[src/rtl/chunked_serial_adder_pkg.sv]
// Shared types and defaults for the chunked serial adder: FSM encoding,
// default geometry and the chunk-index width helper.
package chunked_serial_adder_pkg;

    typedef enum logic [1:0] {
        S_IDLE = 2'd0,
        S_RUN  = 2'd1,
        S_DONE = 2'd2
    } state_t;

    localparam int DEF_WIDTH = 16;
    localparam int DEF_CHUNK = 4;

    // Chunk index width: clog2 of the chunk count, never narrower than one bit.
    function automatic int idx_width(input int nchunk);
        return (nchunk > 1) ? $clog2(nchunk) : 1;
    endfunction

endpackage

[src/rtl/chunked_serial_adder_ripple.sv]
// chunk_ripple_adder: combinational CHUNK-bit ripple slice made of full-adder cells.
module chunk_ripple_adder #(
    parameter int CHUNK = 4
) (
    input  logic [CHUNK-1:0] a,
    input  logic [CHUNK-1:0] b,
    input  logic             ci,
    output logic [CHUNK-1:0] s,
    output logic             co
);

    logic [CHUNK:0] c;

    assign c[0] = ci;

    for (genvar i = 0; i < CHUNK; i++) begin : g_fa
        assign s[i]   = a[i] ^ b[i] ^ c[i];
        assign c[i+1] = (a[i] & b[i]) | (c[i] & (a[i] ^ b[i]));
    end

    assign co = c[CHUNK];

endmodule

[src/rtl/chunked_serial_adder.sv]
// Multi-cycle unsigned adder: WIDTH-bit operands summed CHUNK bits per clock with a
// registered carry. Define ADDER_SUB_EN to add the sub port (A - B via inverted B).
module chunked_serial_adder
    import chunked_serial_adder_pkg::*;
#(
    parameter int WIDTH = DEF_WIDTH,
    parameter int CHUNK = DEF_CHUNK
) (
    input  logic             clk,
    input  logic             rst,
    input  logic             in_valid,
    output logic             in_ready,
    input  logic [WIDTH-1:0] add1,
    input  logic [WIDTH-1:0] add2,
    input  logic             cin,
`ifdef ADDER_SUB_EN
    input  logic             sub,
`endif
    output logic             out_valid,
    input  logic             out_ready,
    output logic [WIDTH-1:0] sum,
    output logic             cout,
    output logic             busy
);

    localparam int            NCHUNK   = WIDTH / CHUNK;
    localparam int            IW       = idx_width(NCHUNK);
    localparam logic [IW-1:0] LAST_IDX = IW'(NCHUNK - 1);

    state_t           state, state_next;
    logic [WIDTH-1:0] a_sh, b_sh, psum, psum_next;
    logic [IW-1:0]    idx;
    logic             carry;
    logic [CHUNK-1:0] slice_s;
    logic             slice_co;
    logic             sub_sel;

`ifdef ADDER_SUB_EN
    assign sub_sel = sub;
`else
    assign sub_sel = 1'b0;
`endif

    assign in_ready  = (state == S_IDLE);
    assign out_valid = (state == S_DONE);
    assign busy      = (state != S_IDLE);

    chunk_ripple_adder #(.CHUNK(CHUNK)) u_slice (
        .a  (a_sh[CHUNK-1:0]),
        .b  (b_sh[CHUNK-1:0]),
        .ci (carry),
        .s  (slice_s),
        .co (slice_co)
    );

    // Each new chunk enters the partial sum from the top, so after NCHUNK
    // shifts the least significant chunk has arrived at bit 0.
    if (NCHUNK > 1) begin : g_multi
        assign psum_next = {slice_s, psum[WIDTH-1:CHUNK]};
    end else begin : g_single
        assign psum_next = slice_s;
    end

    always_ff @(posedge clk or posedge rst) begin
        if (rst) state <= S_IDLE;
        else     state <= state_next;
    end

    // NOTE: state_next takes its hold value first so no path leaves it unassigned (no latch).
    always_comb begin
        state_next = state;
        unique case (state)
            S_IDLE:  if (in_valid)        state_next = S_RUN;
            S_RUN:   if (idx == LAST_IDX) state_next = S_DONE;
            S_DONE:  if (out_ready)       state_next = S_IDLE;
            default:                      state_next = S_IDLE;
        endcase
    end

    // NOTE: the datapath is reset as well, so an aborted operation leaves sum at 0.
    always_ff @(posedge clk or posedge rst) begin
        if (rst) begin
            a_sh  <= '0;
            b_sh  <= '0;
            psum  <= '0;
            carry <= 1'b0;
            idx   <= '0;
            sum   <= '0;
            cout  <= 1'b0;
        end else begin
            unique case (state)
                S_IDLE: if (in_valid) begin
                    a_sh  <= add1;
                    b_sh  <= sub_sel ? ~add2 : add2;
                    carry <= sub_sel | cin;
                    idx   <= '0;
                end
                S_RUN: begin
                    a_sh  <= a_sh >> CHUNK;
                    b_sh  <= b_sh >> CHUNK;
                    psum  <= psum_next;
                    carry <= slice_co;
                    idx   <= idx + IW'(1);
                    if (idx == LAST_IDX) begin
                        sum  <= psum_next;
                        cout <= slice_co;
                    end
                end
                default: ;
            endcase
        end
    end

endmodule

[config.mk]
export PLATFORM = sky130hd
export DESIGN_NAME = chunked_serial_adder
export DESIGN_NICKNAME = d
export VERILOG_FILES = /design/src/rtl/chunked_serial_adder_pkg.sv /design/src/rtl/chunked_serial_adder_ripple.sv /design/src/rtl/chunked_serial_adder.sv
export SDC_FILE = /design/constraint.sdc
export NUM_CORES = 1
export LEC_CHECK = 0
export ABC_AREA = 1
export CORE_ASPECT_RATIO = 1.25
export CORE_UTILIZATION = 56
export CTS_CLUSTER_DIAMETER = 120
export CTS_CLUSTER_SIZE = 30
export DETAILED_ROUTE_END_ITERATION = 12
export PLACE_DENSITY = 0.85
export REMOVE_ABC_BUFFERS = 1
export SLEW_MARGIN = 15
export SYNTH_ARGS = -nofsm -noshare
export SYNTH_HDL_FRONTEND = slang
export SYNTH_SLANG_ARGS = --single-unit
[constraint.sdc]
create_clock -name clk -period 4.69 [get_ports clk]
set_input_delay 0.7035 -clock clk [delete_from_list [all_inputs] [get_ports clk]]
set_output_delay 0.7035 -clock clk [all_outputs]
set_load 0.01 [all_outputs]
==> flow_metrics.env, run 1 <==
export IMPL_syn_area_um2=3040
export IMPL_setup_viol=0
export IMPL_netlist_instances=379
export IMPL_crit_buf_inv=2
export IMPL_dr_pass1_iters=4
export IMPL_seqPwrFrac_pct=38.9
export IMPL_rr_endpoint="sum[14]$_DFFE_PP0P_"
export IMPL_outcome="completed"
export IMPL_multi_input_area_um2=1040
export IMPL_slowest_stage="dfrtp_1"
export IMPL_cts_buffers=9
export IMPL_max_freq_mhz=343
export IMPL_clk_latency_ns=0.33
export IMPL_hold_viol_final=0
export IMPL_cts_hold_fix_buffers=0
export IMPL_grt_usage_pct=24.2
export IMPL_place_gp_congestion=0.734
export IMPL_initial_core_util_pct=59.0
export IMPL_crit_arrival_ns=2.21
export IMPL_ant_nets=0
export IMPL_p_switching_mw=1.03
export IMPL_insertedDiodeCount=0
export IMPL_numClockSinks=66
export IMPL_clk_pin_slew_worst_paths_ns=0.07
export IMPL_slew_headroom_pct=24.9
export IMPL_seq_area_frac_synth_pct=54.4
export IMPL_finalCriticalPeriod_ns=2.91
export IMPL_core_area_um2=5150
export IMPL_r2r_cells=5
export IMPL_r2r_slack_ns=2.13
export IMPL_finalClockSkew_ns=0.00520
export IMPL_max_stage_delay_ns=1.09
export IMPL_synth_avg_cell_area_um2=8.02
export IMPL_grt_pass1_wl_um=10500
export IMPL_intPower_mw=1.58
export IMPL_grt_pass1_vias=2477
export IMPL_clock_root_buffer="clkbuf_8"
export IMPL_yosysTopAreaCell="dfrtp_1"
export IMPL_crit_path_start="state[0]$_DFFE_PP0P_"
export IMPL_crit_fanout=32
export IMPL_die_area_um2=5720
export IMPL_die_h_um=84.3
export IMPL_hpwl_um=3740
export IMPL_clockPowerShare_pct=18.7
export IMPL_yosys_warnings=0
export IMPL_grt_max_degree=77
export IMPL_cp_num_cells=3
export IMPL_required_ns=3.99
export IMPL_areaGrowthSynthToFinish_pct=25.6
export IMPL_synthDistinctLibCells=17
export IMPL_fillers=408
export IMPL_pin_count=57
export IMPL_io_buffers=56
export IMPL_clockBufferDepth=2
export IMPL_viasPerCell=4.98
export IMPL_drtIter0Drc=202
export IMPL_die_w_um=67.9
export IMPL_synth_area_leaders="dfrtp_1 (54%), nand2_1 (15%), nand3_1 (9.2%)"
export IMPL_p_leak_nw=2.01
export IMPL_setup_tns_ns=0
export IMPL_endpoint="busy"
export IMPL_start_kind="flip-flop"
export IMPL_synth_seq_cells=66
export IMPL_drv_cap=0
export IMPL_synth_top_area_share_pct=54.4
export IMPL_path_class="reg2out"
export IMPL_rsz0062_at_grt="false"
export IMPL_cellPowerDensity_nw_per_um2=683
export IMPL_critPathTopFamily="flip-flops"
export IMPL_num_rows=29
export IMPL_register_area_um2=1650
export IMPL_drc_errors=0
export IMPL_endpoint_kind="output port"
export IMPL_r2r_start="state[0]$_DFFE_PP0P_"
export IMPL_overflow=0
export IMPL_via_count=2464
export IMPL_cts_tree="done"
export IMPL_ctsResizeCount=0
export IMPL_wl_um=5840
export IMPL_cp_cell_sequence="nor2_1 > inv_1 > clkdlybuf4s50_1"
export IMPL_grt_antenna_before_repair=0
export IMPL_maxSlewViolCount=0
export IMPL_ir_drop_uv=362
export IMPL_finalCritPeriodShare_pct=62.1
export IMPL_layout_drive_gt1_share_pct=5.31
export IMPL_fin_nets=471
export IMPL_pwr_share_comb_pct=42.5
export IMPL_cts_setup_buffers=0
export IMPL_tightest_slew_ns=1.13
export IMPL_hold_ws_ns=0.477
export IMPL_drt_wirelength_per_cell_um=11.8
export IMPL_worst_hold_path_type="reg2reg"
export IMPL_netSwitchingFraction_pct=39.5
export IMPL_htreeDepth=3
[Yosys cell counts]
master      n
o31ai_1     1
clkbuf_1    6
o21ai_0    17
inv_1      68
nand3_1    56
inv_2       2
ha_1        1
nand2_1   121
o21ai_1    16
buf_2      11
nor2_2      2
a21oi_1     1
nor2_1      3
o22ai_1     1
fa_1        4
buf_1       3
dfrtp_1    66
[state kept, by name (all words and copies together) (netlist names)]
register / count
carry: 1
sum: 16
psum: 12
a_sh: 16
cout: 1
b_sh: 16
state: 2
idx: 2
[per-layer routing]
| metal | GRT usage (%) | share of wire [%] |
|---|---|---|
| met1 | 29.9 | 44 |
| met2 | 41.0 | 50 |
| met3 | 5.30 | 4.3 |
| met4 | 8.14 | 1.4 |
| met5 | 0 | 0 |
[worst min-delay path by stage]
stage                         end  slack (ns)  depth (start not counted)               start
6_report       sum[3]$_DFFE_PP0P_        0.48                          2  sum[3]$_DFFE_PP0P_
5_1_grt        sum[3]$_DFFE_PP0P_        0.51                          2  sum[3]$_DFFE_PP0P_
4_1_cts        sum[2]$_DFFE_PP0P_        0.48                          2  sum[2]$_DFFE_PP0P_
3_5_place_dp   sum[2]$_DFFE_PP0P_        0.46                          2  sum[2]$_DFFE_PP0P_
3_3_place_gp   sum[2]$_DFFE_PP0P_        0.45                          2  sum[2]$_DFFE_PP0P_
2_1_floorplan  idx[0]$_DFFE_PP0P_        0.45                          1  idx[0]$_DFFE_PP0P_
[per-stage QoR]
step | utilization (%) | area [um^2] | setup slack [ns] | std cells | total power, mW
finish | 74.1 | 3820 | 1.78 | 495 | 2.61
floorplan | - | 2950 | 1.48 | 359 | 1.73
global placement | 70.1 | 3610 | 2.02 | 480 | 2.07
detailed placement | 70.1 | 3610 | 2.01 | 480 | 2.14
CTS | 74.1 | 3820 | 1.76 | 495 | 2.63
global route | 74.1 | 3820 | 1.66 | 495 | 2.86
[worst reg2reg max path, delay by kind of cell (launching register included)]
| family | cells | cell delay [ns] |
|---|---|---|
| and+or+nand+nor | 3 | 1.16 |
| DFF | 1 | 1.09 |
| AOI/OAI and AO/OA | 1 | 0.09 |
| buffers and inverters | 1 | 0.07 |
[cells in the final DEF (no fill, tap or decap)]
cell / Yosys / layout
nand2_1: 121 / 120
inv_1: 68 / 67
dfrtp_1: 66 / 66
nand3_1: 56 / 56
clkdlybuf4s50_1: 0 / 56
o21ai_0: 17 / 17
o21ai_1: 16 / 16
clkbuf_8: 0 / 12
fa_1: 4 / 4
inv_2: 2 / 3
nor2_1: 3 / 3
buf_4: 0 / 3
nor2_2: 2 / 2
nand2_2: 0 / 1
a21oi_1: 1 / 1
o22ai_1: 1 / 1
o31ai_1: 1 / 1
ha_1: 1 / 1
clkinv_2: 0 / 1
bufinv_16: 0 / 1
clkbuf_1: 6 / 1
[area by class of cell]
type                            count  share of cell area [%]
Clock buffer                       13                    4.43
Clock inverter                      2                   0.918
Inverter                           70                    6.89
Multi-Input combinational cell    223                    27.2
Sequential cell                    66                    43.3
Tap cell                           62                    2.03
Timing Repair Buffer               59                    15.3
[power by group through the flow]
stage	Sequential (mW)	Combinational, mW	Clock [mW]
after floorplan	1.00	0.726	0
after global placement	1.01	1.06	0
after detailed placement	1.02	1.11	0
after CTS	1.01	1.12	0.497
after global routing	1.05	1.29	0.522
final	1.01	1.11	0.487
[kinds of logic (layout without fill, tap and decap cells)]
family          count (synthesis)  after routing  synth area share (%)
simple gates                  182            182                  25.0
flops                          66             66                  54.4
fa+ha+maj                       5              5                  3.05
buf+inv                        90            144                  11.6
compound gates                 36             36                  6.05
Note: power is estimated with default switching activity, not from simulation.
==> inputs of run 2 (changes only) <==
CORE_UTILIZATION = 52   (was 56)
PLACE_DENSITY = 0.8   (was 0.85)
clock period = 2.8 ns   (was 4.69 ns; I/O delays follow)
==> flow_metrics.env, run 2 (synthesized netlist as in run 1, its figures left out) <==
export IMPL_ctsResizeCount=0
export IMPL_ant_nets=0
export IMPL_grt_usage_pct=23.0
export IMPL_path_class="reg2reg"
export IMPL_power_total_mw=4.36
export IMPL_grt_pass1_vias=2398
export IMPL_num_rows=30
export IMPL_grt_max_degree=77
export IMPL_finalCriticalPeriod_ns=2.20
export IMPL_clockBufferDepth=2
export IMPL_initial_core_util_pct=55.1
export IMPL_wl_met3_um=239
export IMPL_worst_hold_path_type="reg2reg"
export IMPL_p_leak_nw=2.04
export IMPL_slew_headroom_pct=53.6
export IMPL_hpwl_um=4050
export IMPL_ir_drop_uv=600
export IMPL_die_h_um=87.5
export IMPL_utilization_pct=69.9
export IMPL_crit_arrival_ns=2.46
export IMPL_required_ns=3.06
export IMPL_via_count=2537
export IMPL_drtIter0Drc=218
export IMPL_tightest_slew_ns=0.696
export IMPL_register_area_um2=1650
export IMPL_multi_input_area_um2=1040
export IMPL_grt_antenna_before_repair=0
export IMPL_setup_tns_ns=0
export IMPL_final_cell_mix="nand2_1 (120), inv_1 (67), dfrtp_1 (66)"
export IMPL_place_area_um2=3660
export IMPL_wl_met1_um=2580
export IMPL_core_area_um2=5520
export IMPL_areaGrowthSynthToFinish_pct=27.0
export IMPL_pin_count=57
export IMPL_io_buffers=56
export IMPL_max_freq_mhz=454
export IMPL_crit_fanout=2
export IMPL_overflow=0
export IMPL_cts_setup_buffers=0
export IMPL_grt_pass1_wl_um=10900
export IMPL_dr_pass1_iters=4
export IMPL_fillers=474
export IMPL_outcome="completed"
export IMPL_die_w_um=70.4
export IMPL_clockPowerShare_pct=17.9
export IMPL_clk_pin_slew_worst_paths_ns=0.07
export IMPL_die_area_um2=6150
export IMPL_fin_nets=475
export IMPL_drv_cap=0
export IMPL_htreeDepth=3
export IMPL_drc_errors=0
export IMPL_numClockSinks=66
export IMPL_cellPowerDensity_nw_per_um2=1130
export IMPL_viasPerCell=5.05
export IMPL_intPower_mw=2.62
export IMPL_rsz0062_at_grt="false"
export IMPL_clk_latency_ns=0.34
export IMPL_place_gp_congestion=0.725
export IMPL_cts_buffers=9
export IMPL_cts_hold_fix_buffers=0
export IMPL_wl_um=6140
export IMPL_p_switching_mw=1.74
export IMPL_layout_commonest_cell="nand2_1"
export IMPL_clock_root_buffer="clkbuf_8"
export IMPL_largestRegisters="a_sh (16), b_sh (16), sum (16)"
export IMPL_hold_viol_final=0
export IMPL_cts_tree="done"
export IMPL_endpoint_kind="flip-flop"
export IMPL_wl_met2_um=3210
export IMPL_finalClockSkew_ns=0.00614
export IMPL_seqPwrFrac_pct=38.0
export IMPL_setup_viol=0
export IMPL_final_area_um2=3860
export IMPL_pwr_share_comb_pct=44.1
export IMPL_drt_wirelength_per_cell_um=12.2
export IMPL_maxSlewViolCount=0
export IMPL_insertedDiodeCount=0
export IMPL_finalCritPeriodShare_pct=78.7
export IMPL_layout_drive_gt1_share_pct=6.39
export IMPL_highest_layer="met4"
export IMPL_start_kind="flip-flop"
export IMPL_netSwitchingFraction_pct=39.9
-- run 2: power groups by stage --
stage | sequential [mW] | combinational [mW] | clock, mW
global route | 1.71 | 2.22 | 0.847
finish | 1.66 | 1.92 | 0.781
CTS | 1.66 | 1.95 | 0.803
floorplan | 1.68 | 1.22 | 0
global placement | 1.64 | 1.86 | 0
detailed placement | 1.67 | 1.94 | 0
-- run 2: layout make-up --
cell class	instances	share of cell area [%]
Inverter	70	6.81
Multi-Input combinational cell	223	26.9
Tap cell	64	2.08
Sequential cell	66	42.8
Clock buffer	15	5.09
Timing Repair Buffer	63	16.2
Clock inverter	1	0.130
-- run 2: worst paths after layout --
check / from / endpoint / slack [ns] / depth (start not counted)
setup reg to reg: a_sh[0]$_DFFE_PP0P_ / psum[15]$_DFFE_PP0P_ / 0.60 / 8
max in group asynchronous: rst / b_sh[5]$_DFFE_PP0P_ / 1.64 / 3
min in group asynchronous: rst / sum[4]$_DFFE_PP0P_ / 0.51 / 2
setup / recovery: a_sh[0]$_DFFE_PP0P_ / psum[15]$_DFFE_PP0P_ / 0.60 / 8
hold reg to reg: sum[3]$_DFFE_PP0P_ / sum[3]$_DFFE_PP0P_ / 0.47 / 2
hold / removal: sum[3]$_DFFE_PP0P_ / sum[3]$_DFFE_PP0P_ / 0.47 / 2
-- run 2: layer usage --
metal	vias to the layer above	GRT usage, %
met4	0	9.64
met1	1201	28.5
met2	68	38.4
met5	-	0
li1	1259	-
met3	9	6.02
-- run 2: critical path: stages (launching register included) --
cell	delay, ns
dfrtp_1	0.40
fa_1	0.43
inv_1	0.07
fa_1	0.16
inv_1	0.05
fa_1	0.35
inv_1	0.07
fa_1	0.43
o21ai_1	0.16
-- run 2: per-stage QoR --
| stage | worst slack (ns) | hold WS [ns] | cells |
|---|---|---|---|
| 2_1_floorplan | -0.415 | 0.450 | 359 |
| 3_3_place_gp | 0.692 | 0.452 | 486 |
| 3_5_place_dp | 0.597 | 0.457 | 486 |
| 4_1_cts | 0.580 | 0.474 | 502 |
| 5_1_grt | 0.504 | 0.486 | 502 |
| 6_report | 0.597 | 0.469 | 502 |
==> inputs of run 3 (changes only) <==
CORE_UTILIZATION = 47   (was 52)
PLACE_DENSITY = 0.76   (was 0.8)
clock period = 2 ns   (was 2.8 ns; I/O delays follow)
==> flow_metrics.env, run 3 (synthesized netlist as in run 1, its figures left out) <==
export IMPL_clockPowerShare_pct=17.6
export IMPL_slew_headroom_pct=70.8
export IMPL_worst_hold_path_type="in2async"
export IMPL_final_cell_mix="nand2_1 (120), dfrtp_1 (66), inv_1 (65)"
export IMPL_insertedDiodeCount=0
export IMPL_htreeDepth=3
export IMPL_drv_cap=0
export IMPL_setup_tns_ns=-0.155
export IMPL_intPower_mw=3.75
export IMPL_grt_pass1_wl_um=10200
export IMPL_violations="setup timing"
export IMPL_numClockSinks=66
export IMPL_crit_fanout=2
export IMPL_p_switching_mw=2.45
export IMPL_max_stage_delay_ns=0.43
export IMPL_initial_core_util_pct=49.0
export IMPL_drt_wirelength_per_cell_um=11.1
export IMPL_num_rows=32
export IMPL_fin_nets=479
export IMPL_core_area_um2=6210
export IMPL_tightest_slew_ns=0.437
export IMPL_hold_ws_ns=0.315
export IMPL_grt_max_degree=67
export IMPL_required_ns=2.27
export IMPL_die_h_um=91.9
export IMPL_start_kind="flip-flop"
export IMPL_final_cells=527
export IMPL_p_leak_nw=2.05
export IMPL_seqPwrFrac_pct=37.0
export IMPL_die_area_um2=6790
export IMPL_crit_top_cell="fa_2"
export IMPL_largestRegisters="a_sh (16), b_sh (16), sum (16)"
export IMPL_layout_commonest_cell="nand2_1"
export IMPL_setup_viol=2
export IMPL_finalCritPeriodShare_pct=104
export IMPL_hpwl_um=3860
export IMPL_finalClockSkew_ns=0.00640
export IMPL_crit_arrival_ns=2.35
export IMPL_via_count=2517
export IMPL_clock_root_buffer="clkbuf_8"
export IMPL_areaGrowthSynthToFinish_pct=29.4
export IMPL_cts_buffers=9
export IMPL_max_freq_mhz=481
export IMPL_cts_tree="done"
export IMPL_rr_endpoint="psum[15]$_DFFE_PP0P_"
export IMPL_clk_latency_ns=0.34
export IMPL_cp_cell_sequence="fa_2 > inv_2 > fa_1 > inv_1 > fa_2 > inv_2 > fa_2 > o21ai_1"
export IMPL_layout_drive_gt1_share_pct=8.82
export IMPL_pwr_share_comb_pct=45.4
export IMPL_io_buffers=56
export IMPL_clk_pin_slew_worst_paths_ns=0.07
export IMPL_overflow=0
export IMPL_finalCriticalPeriod_ns=2.08
export IMPL_r2r_slack_ns=-0.08
export IMPL_viasPerCell=4.78
export IMPL_die_w_um=73.9
export IMPL_r2r_start="carry$_DFFE_PP0P_"
export IMPL_grt_antenna_before_repair=0
export IMPL_cts_hold_fix_buffers=0
export IMPL_worst_slack_ns=-0.0794
export IMPL_pin_count=57
export IMPL_hold_viol_final=0
export IMPL_drc_errors=0
export IMPL_outcome="complete, but fails checks"
export IMPL_cellPowerDensity_nw_per_um2=1580
export IMPL_r2r_cells=8
export IMPL_wl_um=5860
export IMPL_grt_usage_pct=19.8
export IMPL_netSwitchingFraction_pct=39.6
export IMPL_placedCellCount=510
export IMPL_drtIter0Drc=148
export IMPL_ant_nets=0
export IMPL_path_class="reg2reg"
export IMPL_slowest_stage="fa_2"
export IMPL_grt_pass1_vias=2366
export IMPL_dr_pass1_iters=4
export IMPL_rsz0062_at_grt="true"
export IMPL_endpoint_kind="flip-flop"
export IMPL_maxSlewViolCount=0
export IMPL_place_gp_congestion=0.802
export IMPL_ir_drop_uv=752
export IMPL_clockBufferDepth=2
## run 3: timing repair
action                                  CTS  global route
setup buffers                             1             0
resized for setup                         4             4
pin swaps                                 4             2
endpoints found under the setup margin    4             4
## run 3: worst max-delay path: cells and delay by family, from the launching register on
kind                     cells  cell delay, ns
adder cells (fa/ha/maj)      4            1.32
flip-flops                   1            0.40
buffers and inverters        3            0.17
AO/OA/AOI/OAI                1            0.12
## run 3: area by class of cell
cell class,instances,area (um^2)
fill,565,2270
sequential,66,1650
multi-input combinational,223,1060
timing repair buffer,67,656
inverter,70,263
clock buffer,12,145
tap,85,106
clock inverter,4,51.3
## run 3: power by group through the flow
stage	registers (mW)	logic [mW]	clock network (mW)
floorplan	2.35	1.70	0
CTS	2.30	2.82	1.13
global placement	2.29	2.66	0
global route	2.36	3.27	1.18
detailed placement	2.32	2.76	0
finish	2.30	2.82	1.09
## run 3: worst max-delay path by stage
stage / cells after the start / slack, ns / start / endpoint
2_1_floorplan: 3 / -1.21 / state[0]$_DFFE_PP0P_ / a_sh[12]$_DFFE_PP0P_
3_3_place_gp: 8 / -0.13 / a_sh[0]$_DFFE_PP0P_ / psum[15]$_DFFE_PP0P_
3_5_place_dp: 8 / -0.20 / a_sh[0]$_DFFE_PP0P_ / psum[15]$_DFFE_PP0P_
4_1_cts: 8 / -0.1 / carry$_DFFE_PP0P_ / psum[15]$_DFFE_PP0P_
5_1_grt: 8 / -0.15 / carry$_DFFE_PP0P_ / psum[15]$_DFFE_PP0P_
6_report: 8 / -0.08 / carry$_DFFE_PP0P_ / psum[15]$_DFFE_PP0P_
## run 3: routing by layer
layer  global-route usage, %  wire [um]  vias up
met3                    4.73        240        9
li1                        -          -     1272
met1                    24.3       2600     1172
met2                    32.4       2900       64
met5                       0          0        -
met4                    9.13        111        0
## run 3: per-stage QoR
step | power (mW) | utilization (%) | cell area (um^2) | setup WS (ns)
CTS | 6.25 | 63.1 | 3920 | -0.0955
global route | 6.80 | 63.3 | 3930 | -0.152
finish | 6.21 | 63.3 | 3930 | -0.0794
detailed placement | 5.08 | 59.7 | 3710 | -0.195
floorplan | 4.06 | - | 2950 | -1.21
global placement | 4.94 | 59.7 | 3710 | -0.129
